## config.mk

```make
export PLATFORM = sky130hd
export DESIGN_NAME = gray_decoder_flat
export DESIGN_NICKNAME = d
export VERILOG_FILES = /design/src/rtl/gray_pkg.sv /design/src/rtl/gray_decoder_if.sv /design/src/rtl/gray2bin.sv /design/src/rtl/gray_decoder.sv /design/src/flat_wrapper.sv
export SDC_FILE = /design/constraint.sdc
export NUM_CORES = 1
export LEC_CHECK = 0
export ABC_CLOCK_PERIOD_IN_PS = 2350
export BUFFER_PORTS_ARGS = -buffer_cell sky130_fd_sc_hd__buf_2
export CAP_MARGIN = 20
export CORE_MARGIN = 3
export CORE_UTILIZATION = 25
export CTS_CLUSTER_DIAMETER = 60
export DETAILED_ROUTE_END_ITERATION = 8
export PLACE_DENSITY = 0.5
export SLEW_MARGIN = 10
export SYNTH_ARGS = -nofsm -noshare
export SYNTH_HDL_FRONTEND = slang
export SYNTH_SLANG_ARGS = --single-unit
```

## constraint.sdc

```tcl
create_clock -name Clk -period 2.35 [get_ports Clk]
set_clock_uncertainty 0.15 [all_clocks]
set_input_delay 0.235 -clock Clk [delete_from_list [all_inputs] [get_ports Clk]]
set_output_delay 0.235 -clock Clk [all_outputs]
set_load 0.03 [all_outputs]
```

## src/rtl/gray_pkg.sv

```systemverilog
// Shared definitions for the Gray-code link: step classification codes and
// decoder FSM state encodings. Used by the decoder, its interface and any
// checker that needs to interpret the Step output.
package gray_pkg;

  typedef logic [1:0] step_t;

  localparam step_t STEP_HOLD = 2'b00;
  localparam step_t STEP_UP   = 2'b01;
  localparam step_t STEP_DOWN = 2'b10;
  localparam step_t STEP_ILL  = 2'b11;

  typedef enum logic [1:0] {
    S_EMPTY = 2'b00,
    S_TRACK = 2'b01,
    S_ERR   = 2'b10
  } state_e;

endpackage

```

## src/rtl/gray_decoder_if.sv

```systemverilog
// Bus between a Gray-code source and the gray_decoder.
//   master : drives En, Gray_in, Resync; observes the decoder outputs
//   slave  : the decoder side
// Signals:
//   En        sample Gray_in at this rising edge
//   Gray_in   WIDTH-bit Gray code
//   Resync    drop ERR and treat the next sample as the first one
//   Bin_out   binary value of the last accepted code
//   Out_valid one-cycle pulse after each accepted sample
//   Step      hold / up / down / illegal for the last accepted sample
//   Overflow, Underflow, Error  sticky flags
//   Wrap_cnt  saturating count of overflow plus underflow events
interface gray_decoder_if
  import gray_pkg::*;
#(
  parameter int WIDTH = 3,
  parameter int CNT_W = 4
);
  logic             En;
  logic [WIDTH-1:0] Gray_in;
  logic             Resync;
  logic [WIDTH-1:0] Bin_out;
  logic             Out_valid;
  step_t            Step;
  logic             Overflow;
  logic             Underflow;
  logic             Error;
  logic [CNT_W-1:0] Wrap_cnt;

  modport master (
    output En, Gray_in, Resync,
    input  Bin_out, Out_valid, Step, Overflow, Underflow, Error, Wrap_cnt
  );

  modport slave (
    input  En, Gray_in, Resync,
    output Bin_out, Out_valid, Step, Overflow, Underflow, Error, Wrap_cnt
  );
endinterface

```

## src/rtl/gray2bin.sv

```systemverilog
// Purely combinational Gray-to-binary converter.
//   gray : WIDTH-bit Gray code in
//   bin  : WIDTH-bit binary out, bin[i] = XOR of gray[WIDTH-1:i]
module gray2bin #(
  parameter int WIDTH = 3
) (
  input  logic [WIDTH-1:0] gray,
  output logic [WIDTH-1:0] bin
);

  // Each binary bit is the parity of the Gray bits at and above it.
  always_comb begin
    bin = '0;
    for (int i = 0; i < WIDTH; i++) begin
      bin[i] = ^(gray >> i);
    end
  end

endmodule

```

## src/rtl/gray_decoder.sv

```systemverilog
// Receiving end of the Gray-code counter link. Converts each sampled Gray code
// to binary, classifies the step against the previous accepted value, tracks
// wrap-around with sticky Overflow/Underflow flags and a saturating wrap
// counter, and latches a sticky Error on any multi-bit jump until Resync.
// Ports:
//   Clk   rising-edge clock
//   Reset asynchronous active-high reset, clears all state
//   bus   gray_decoder_if slave side (En, Gray_in, Resync in; results out)
module gray_decoder
  import gray_pkg::*;
#(
  parameter int WIDTH = 3,
  parameter int CNT_W = 4
) (
  input  logic           Clk,
  input  logic           Reset,
  gray_decoder_if.slave  bus
);

  function automatic step_t classify(input logic [WIDTH-1:0] d);
    if (d == '0)                 return STEP_HOLD;
    else if (d == WIDTH'(1))     return STEP_UP;
    else if (d == {WIDTH{1'b1}}) return STEP_DOWN;
    else                         return STEP_ILL;
  endfunction

  function automatic logic [CNT_W-1:0] sat_inc(input logic [CNT_W-1:0] v);
    return (v == {CNT_W{1'b1}}) ? v : v + 1'b1;
  endfunction

  state_e           state_p1, state_nxt;
  logic [WIDTH-1:0] bin_p1,   bin_nxt;
  logic             vld_p1,   vld_nxt;
  step_t            step_p1,  step_nxt;
  logic             ovf_p1,   ovf_nxt;
  logic             unf_p1,   unf_nxt;
  logic             err_p1,   err_nxt;
  logic [CNT_W-1:0] wrap_p1,  wrap_nxt;

  logic [WIDTH-1:0] b_p0;
  logic [WIDTH-1:0] d_p0;
  step_t            cls_p0;

  // ---- stage p0: decode and classify the incoming sample ----
  gray2bin #(.WIDTH(WIDTH)) u_gray2bin (
    .gray (bus.Gray_in),
    .bin  (b_p0)
  );

  // Modular difference: wrap-around steps show up as +1 / all-ones.
  assign d_p0   = b_p0 - bin_p1;
  assign cls_p0 = classify(d_p0);

  // Next state. Resync dominates En.
  always_comb begin
    state_nxt = state_p1;
    if (bus.Resync) begin
      state_nxt = S_EMPTY;
    end else if (bus.En) begin
      unique case (state_p1)
        S_EMPTY: state_nxt = S_TRACK;
        S_TRACK: state_nxt = (cls_p0 == STEP_ILL) ? S_ERR : S_TRACK;
        default: state_nxt = S_ERR;
      endcase
    end
  end

  // Next values of the registered outputs.
  always_comb begin
    bin_nxt  = bin_p1;
    vld_nxt  = 1'b0;
    step_nxt = step_p1;
    ovf_nxt  = ovf_p1;
    unf_nxt  = unf_p1;
    err_nxt  = err_p1;
    wrap_nxt = wrap_p1;
    if (bus.Resync) begin
      // Sample (if any) is dropped; wrap history is preserved.
      err_nxt = 1'b0;
    end else if (bus.En) begin
      bin_nxt = b_p0;
      vld_nxt = 1'b1;
      unique case (state_p1)
        S_EMPTY: step_nxt = STEP_HOLD;
        S_TRACK: begin
          step_nxt = cls_p0;
          if (cls_p0 == STEP_UP && bin_p1 == {WIDTH{1'b1}}) begin
            ovf_nxt  = 1'b1;
            wrap_nxt = sat_inc(wrap_p1);
          end
          if (cls_p0 == STEP_DOWN && bin_p1 == '0) begin
            unf_nxt  = 1'b1;
            wrap_nxt = sat_inc(wrap_p1);
          end
          if (cls_p0 == STEP_ILL) begin
            err_nxt = 1'b1;
          end
        end
        default: step_nxt = STEP_ILL;
      endcase
    end
  end

  // ---- stage p1: registered state and outputs ----
  always_ff @(posedge Clk or posedge Reset) begin
    if (Reset) begin
      state_p1 <= S_EMPTY;
      bin_p1   <= '0;
      vld_p1   <= 1'b0;
      step_p1  <= STEP_HOLD;
      ovf_p1   <= 1'b0;
      unf_p1   <= 1'b0;
      err_p1   <= 1'b0;
      wrap_p1  <= '0;
    end else begin
      state_p1 <= state_nxt;
      bin_p1   <= bin_nxt;
      vld_p1   <= vld_nxt;
      step_p1  <= step_nxt;
      ovf_p1   <= ovf_nxt;
      unf_p1   <= unf_nxt;
      err_p1   <= err_nxt;
      wrap_p1  <= wrap_nxt;
    end
  end

  assign bus.Bin_out   = bin_p1;
  assign bus.Out_valid = vld_p1;
  assign bus.Step      = step_p1;
  assign bus.Overflow  = ovf_p1;
  assign bus.Underflow = unf_p1;
  assign bus.Error     = err_p1;
  assign bus.Wrap_cnt  = wrap_p1;

endmodule

```

## src/flat_wrapper.sv

```systemverilog
// flat-port wrapper written by rule: the top's interface ports become plain ports
module gray_decoder_flat import gray_pkg::*;
#(
  parameter int WIDTH = 3,
  parameter int CNT_W = 4
)
  (Clk, Reset, bus_En, bus_Gray_in, bus_Resync, bus_Bin_out, bus_Out_valid, bus_Step, bus_Overflow, bus_Underflow, bus_Error, bus_Wrap_cnt);
  gray_decoder_if #(.WIDTH(WIDTH), .CNT_W(CNT_W)) bus_i ();
  input  logic Clk;
  input  logic Reset;
  input wire logic [$bits(bus_i.En)-1:0] bus_En;
  input wire logic [$bits(bus_i.Gray_in)-1:0] bus_Gray_in;
  input wire logic [$bits(bus_i.Resync)-1:0] bus_Resync;
  output wire logic [$bits(bus_i.Bin_out)-1:0] bus_Bin_out;
  output wire logic [$bits(bus_i.Out_valid)-1:0] bus_Out_valid;
  output wire logic [$bits(bus_i.Step)-1:0] bus_Step;
  output wire logic [$bits(bus_i.Overflow)-1:0] bus_Overflow;
  output wire logic [$bits(bus_i.Underflow)-1:0] bus_Underflow;
  output wire logic [$bits(bus_i.Error)-1:0] bus_Error;
  output wire logic [$bits(bus_i.Wrap_cnt)-1:0] bus_Wrap_cnt;
  assign bus_i.En = bus_En;
  assign bus_i.Gray_in = bus_Gray_in;
  assign bus_i.Resync = bus_Resync;
  assign bus_Bin_out = bus_i.Bin_out;
  assign bus_Out_valid = bus_i.Out_valid;
  assign bus_Step = bus_i.Step;
  assign bus_Overflow = bus_i.Overflow;
  assign bus_Underflow = bus_i.Underflow;
  assign bus_Error = bus_i.Error;
  assign bus_Wrap_cnt = bus_i.Wrap_cnt;
  gray_decoder #(.WIDTH(WIDTH), .CNT_W(CNT_W)) u_core (.Clk(Clk), .Reset(Reset), .bus(bus_i));
endmodule
```

==> metrics.md <==
| Metric | Value |
|---|---|
| CP endpoint kind | register |
| Clock sink count | 15 |
| Tmin final | ~2.3 ns |
| Yosys top cell area share | 0.488 |
| Slowest stage delay, CP | about 0.57 ns |
| Top cells by count, synth | 15 x dfrtp_1, 7 x nand2_1, 4 x nor2_1 |
| Min-delay worst type | in -> reg |
| EDFF count, synth | 0 |
| Post-synthesis cell count | 67 |
| I/O Buffers | 19 |
| Sequential element share of the synthesized area | 0.488 |
| Drc violations | 0 |
| Placed cell count | ~130 |
| Status | completed |
| Syn Std Cell Area | 769 µm² |
| Max-slew headroom | 0.609 |
| P&R area growth vs syn | 46.3% |
| Vias in the first global route | between 600 and 700 |
| First-pass GRT wire length | around 3000 µm |
| RSZ-0062 raised after global routing | yes |
| Chip Height | between 60 and 70 µm |
| Dpl hpwl | between 1000 and 1500 µm |
| Top FF cell, synth | dfrtp_1 |
| Via density | between 4 and 5 |
| Total inserted antenna cells | 0 |
| Initial antenna violation count | 0 |
| Warnings, synthesis | 0 |
| Pre-Repair DR Iteration Count | 4 |
| Layout Nets | 115 |
| Final setup fails | 0 |
| Global placement routability congestion | slightly below 0.8 |
| Total die area | ~3800 µm² |
| Setup_tns | 0 ns |
| Most common cell in the netlist | dfrtp_1 |
| Crit-path slowest cell | fa_2 |
| Clk_lat worst skew | roughly 0.28 ns |
| Tightest Pin Transition | 0.586 ns |
| Num CTS Buffers | 3 |
| Routed WL | between 1500 and 2000 µm |
| Clock slew at reported path FFs | approximately 0.10 ns |
| Routed WL per cell | around 13 µm |
| Site Rows | 19 |
| Routed Antenna Nets | 0 |
| Routed via count | ~630 |
| CTS root buf | clkbuf_4 |
| Netlist cell types | 31 |
| Crit Path Category | reg -> reg |
| Non-Filler Instances | ~140 |
| Max_cap viols | 0 |
| Top post-synthesis cells by area | dfrtp_1 49%, nand2_1 3.4%, o311ai_4 3.4% |
| Final hold slack | 0.0519 ns |
| Final period utilization | 0.998 |
| #FFs+latches synth | 15 |
| CP required | between 2 and 2.5 ns |
| Pleak | approximately 0.00058 µW |
| Total power | approximately 840 µW |
| Cell Chain, Critical Path | ha_4 -> fa_2 -> and4_1 -> o2111a_1 -> and3_4 -> mux2_4 |
| CTS tree | done |
| Total power per unit cell area | approximately 750 nW/µm² |
| Gr usage total | 0.103 |
| Fin. max-slew vios | 0 |
| Detailed Route Iter0 Violations | 12 |
| GRT Residual Overflow | 0 |
| CP Launch Type | register |
| Io pins | 20 |
| Chip width | approximately 60 µm |
| CTS max path bufs | 2 |
| CP Buf/Inv Count | 0 |
| Leading area contributor after synthesis | dfrtp_1 |
| Crit-path leading delay family | adder cells |
| Worst-path maximum fanout | 3 |
| WP data arrival | 2.36 ns |
| Ys async rst share | 1.00 |
| H-tree Lvls | 1 |
| Final Util | 0.395 |
| Core Region | 2850 µm² |
| Share of cells above drive strength 1 | 0.510 |
| Post-synthesis area per instance | approximately 11 µm² |
| Max Clk Rate | around 430 MHz |
| Peak supply drop | 0.301 mV |
| Syn_nets | 77 |
| Starting Density | 0.270 |
| Hold Vio Cnt, Final | 0 |
| Largest net degree at the start of global routing | 16 |
area by class of cell:
cell class / count / area (µm²)
clock buffer: 3 / 22.5
clock inverter: 1 / 7.51
fill: 284 / 1730
inverter: 3 / 11.3
multi-input combinational: 48 / 457
sequential: 15 / 377
tap: 31 / 38.8
timing repair buffer: 34 / 213
power breakdown:
group          leakage, µW  switching (µW)  internal [µW]  total, µW
Clock            0.0000139            88.0           64.5        153
Sequential        0.000196            35.8            296        332
Combinational     0.000367             200            157        357
state kept, by name, summed over array words and instances, names as in the netlist:
name / flops
u_core.bus.Bin_out: 3
u_core.bus.Error: 1
u_core.bus.Out_valid: 1
u_core.bus.Overflow: 1
u_core.bus.Step: 2
u_core.bus.Underflow: 1
u_core.bus.Wrap_cnt: 4
u_core.state_p1: 2
worst paths after layout:
kind	depth (start not counted)	slack (ns)	end	start
setup / recovery	6	0.004	u_core.bus.Wrap_cnt[1]$_DFFE_PP0P_	u_core.bus.Bin_out[0]$_DFFE_PP0P_
hold / removal	2	0.05	u_core.state_p1[0]$_DFFE_PP0P_	bus_En
setup reg to reg	6	0.004	u_core.bus.Wrap_cnt[1]$_DFFE_PP0P_	u_core.bus.Bin_out[0]$_DFFE_PP0P_
hold reg to reg	1	0.32	u_core.bus.Underflow$_DFFE_PP0P_	u_core.bus.Underflow$_DFFE_PP0P_
max in group asynchronous	3	1.24	u_core.bus.Bin_out[0]$_DFFE_PP0P_	Reset
min in group asynchronous	3	0.39	u_core.bus.Overflow$_DFFE_PP0P_	Reset
logic make-up after synthesis:
logic type	share of synthesized area
mux	0.0146
buf+inv	0.0211
xor+xnor	0.0764
flops	0.488
simple gates	0.153
compound gates	0.189
fa+ha+maj	0.0585
through the flow:
| stage | cell area (µm²) | worst slack, ns |
|---|---|---|
| floorplan | 810 | -0.229 |
| global placement | 1020 | -0.262 |
| detailed placement | 1020 | -0.286 |
| CTS | 1090 | 0.00212 |
| global route | 1130 | -0.0877 |
| finish | 1130 | 0.00389 |
worst reg2reg max path: stages, from the launching register on:
cell	delay, ns
dfrtp_2	0.44
ha_4	0.16
fa_2	0.57
and4_1	0.22
o2111a_1	0.20
and3_4	0.20
mux2_4	0.29
metal layers:
metal / share of wire / track usage
met1: 0.48 / 0.138
met2: 0.47 / 0.161
met3: 0.041 / 0.0189
met4: 0 / 0.0424
met5: 0 / 0
layout by cell type (no fill, tap or decap), types with 2 or more instances in the layout:
| cell type | instances |
|---|---|
| xor2_1 | 2 |
| and4_1 | 2 |
| dlygate4sd3_1 | 2 |
| nor2_1 | 4 |
| inv_1 | 2 |
| buf_2 | 19 |
| buf_4 | 13 |
| nand2_1 | 7 |
| dfrtp_1 | 14 |
| clkbuf_4 | 3 |
| o21ai_0 | 3 |
| a21o_1 | 2 |
| a21oi_1 | 2 |
| nor2b_1 | 2 |
repair_timing:
action / 4_1_cts / 5_1_grt
endpoints found under the hold margin: 16 / 0
endpoints found under the setup margin: 1 / 4
gates resized for setup: 1 / 4
pin swaps: 3 / 4
hold buffers: 2 / 0
setup buffers: 1 / 1
gates cloned: 0 / 0
No activity file was read; power rests on OpenSTA's default activity.
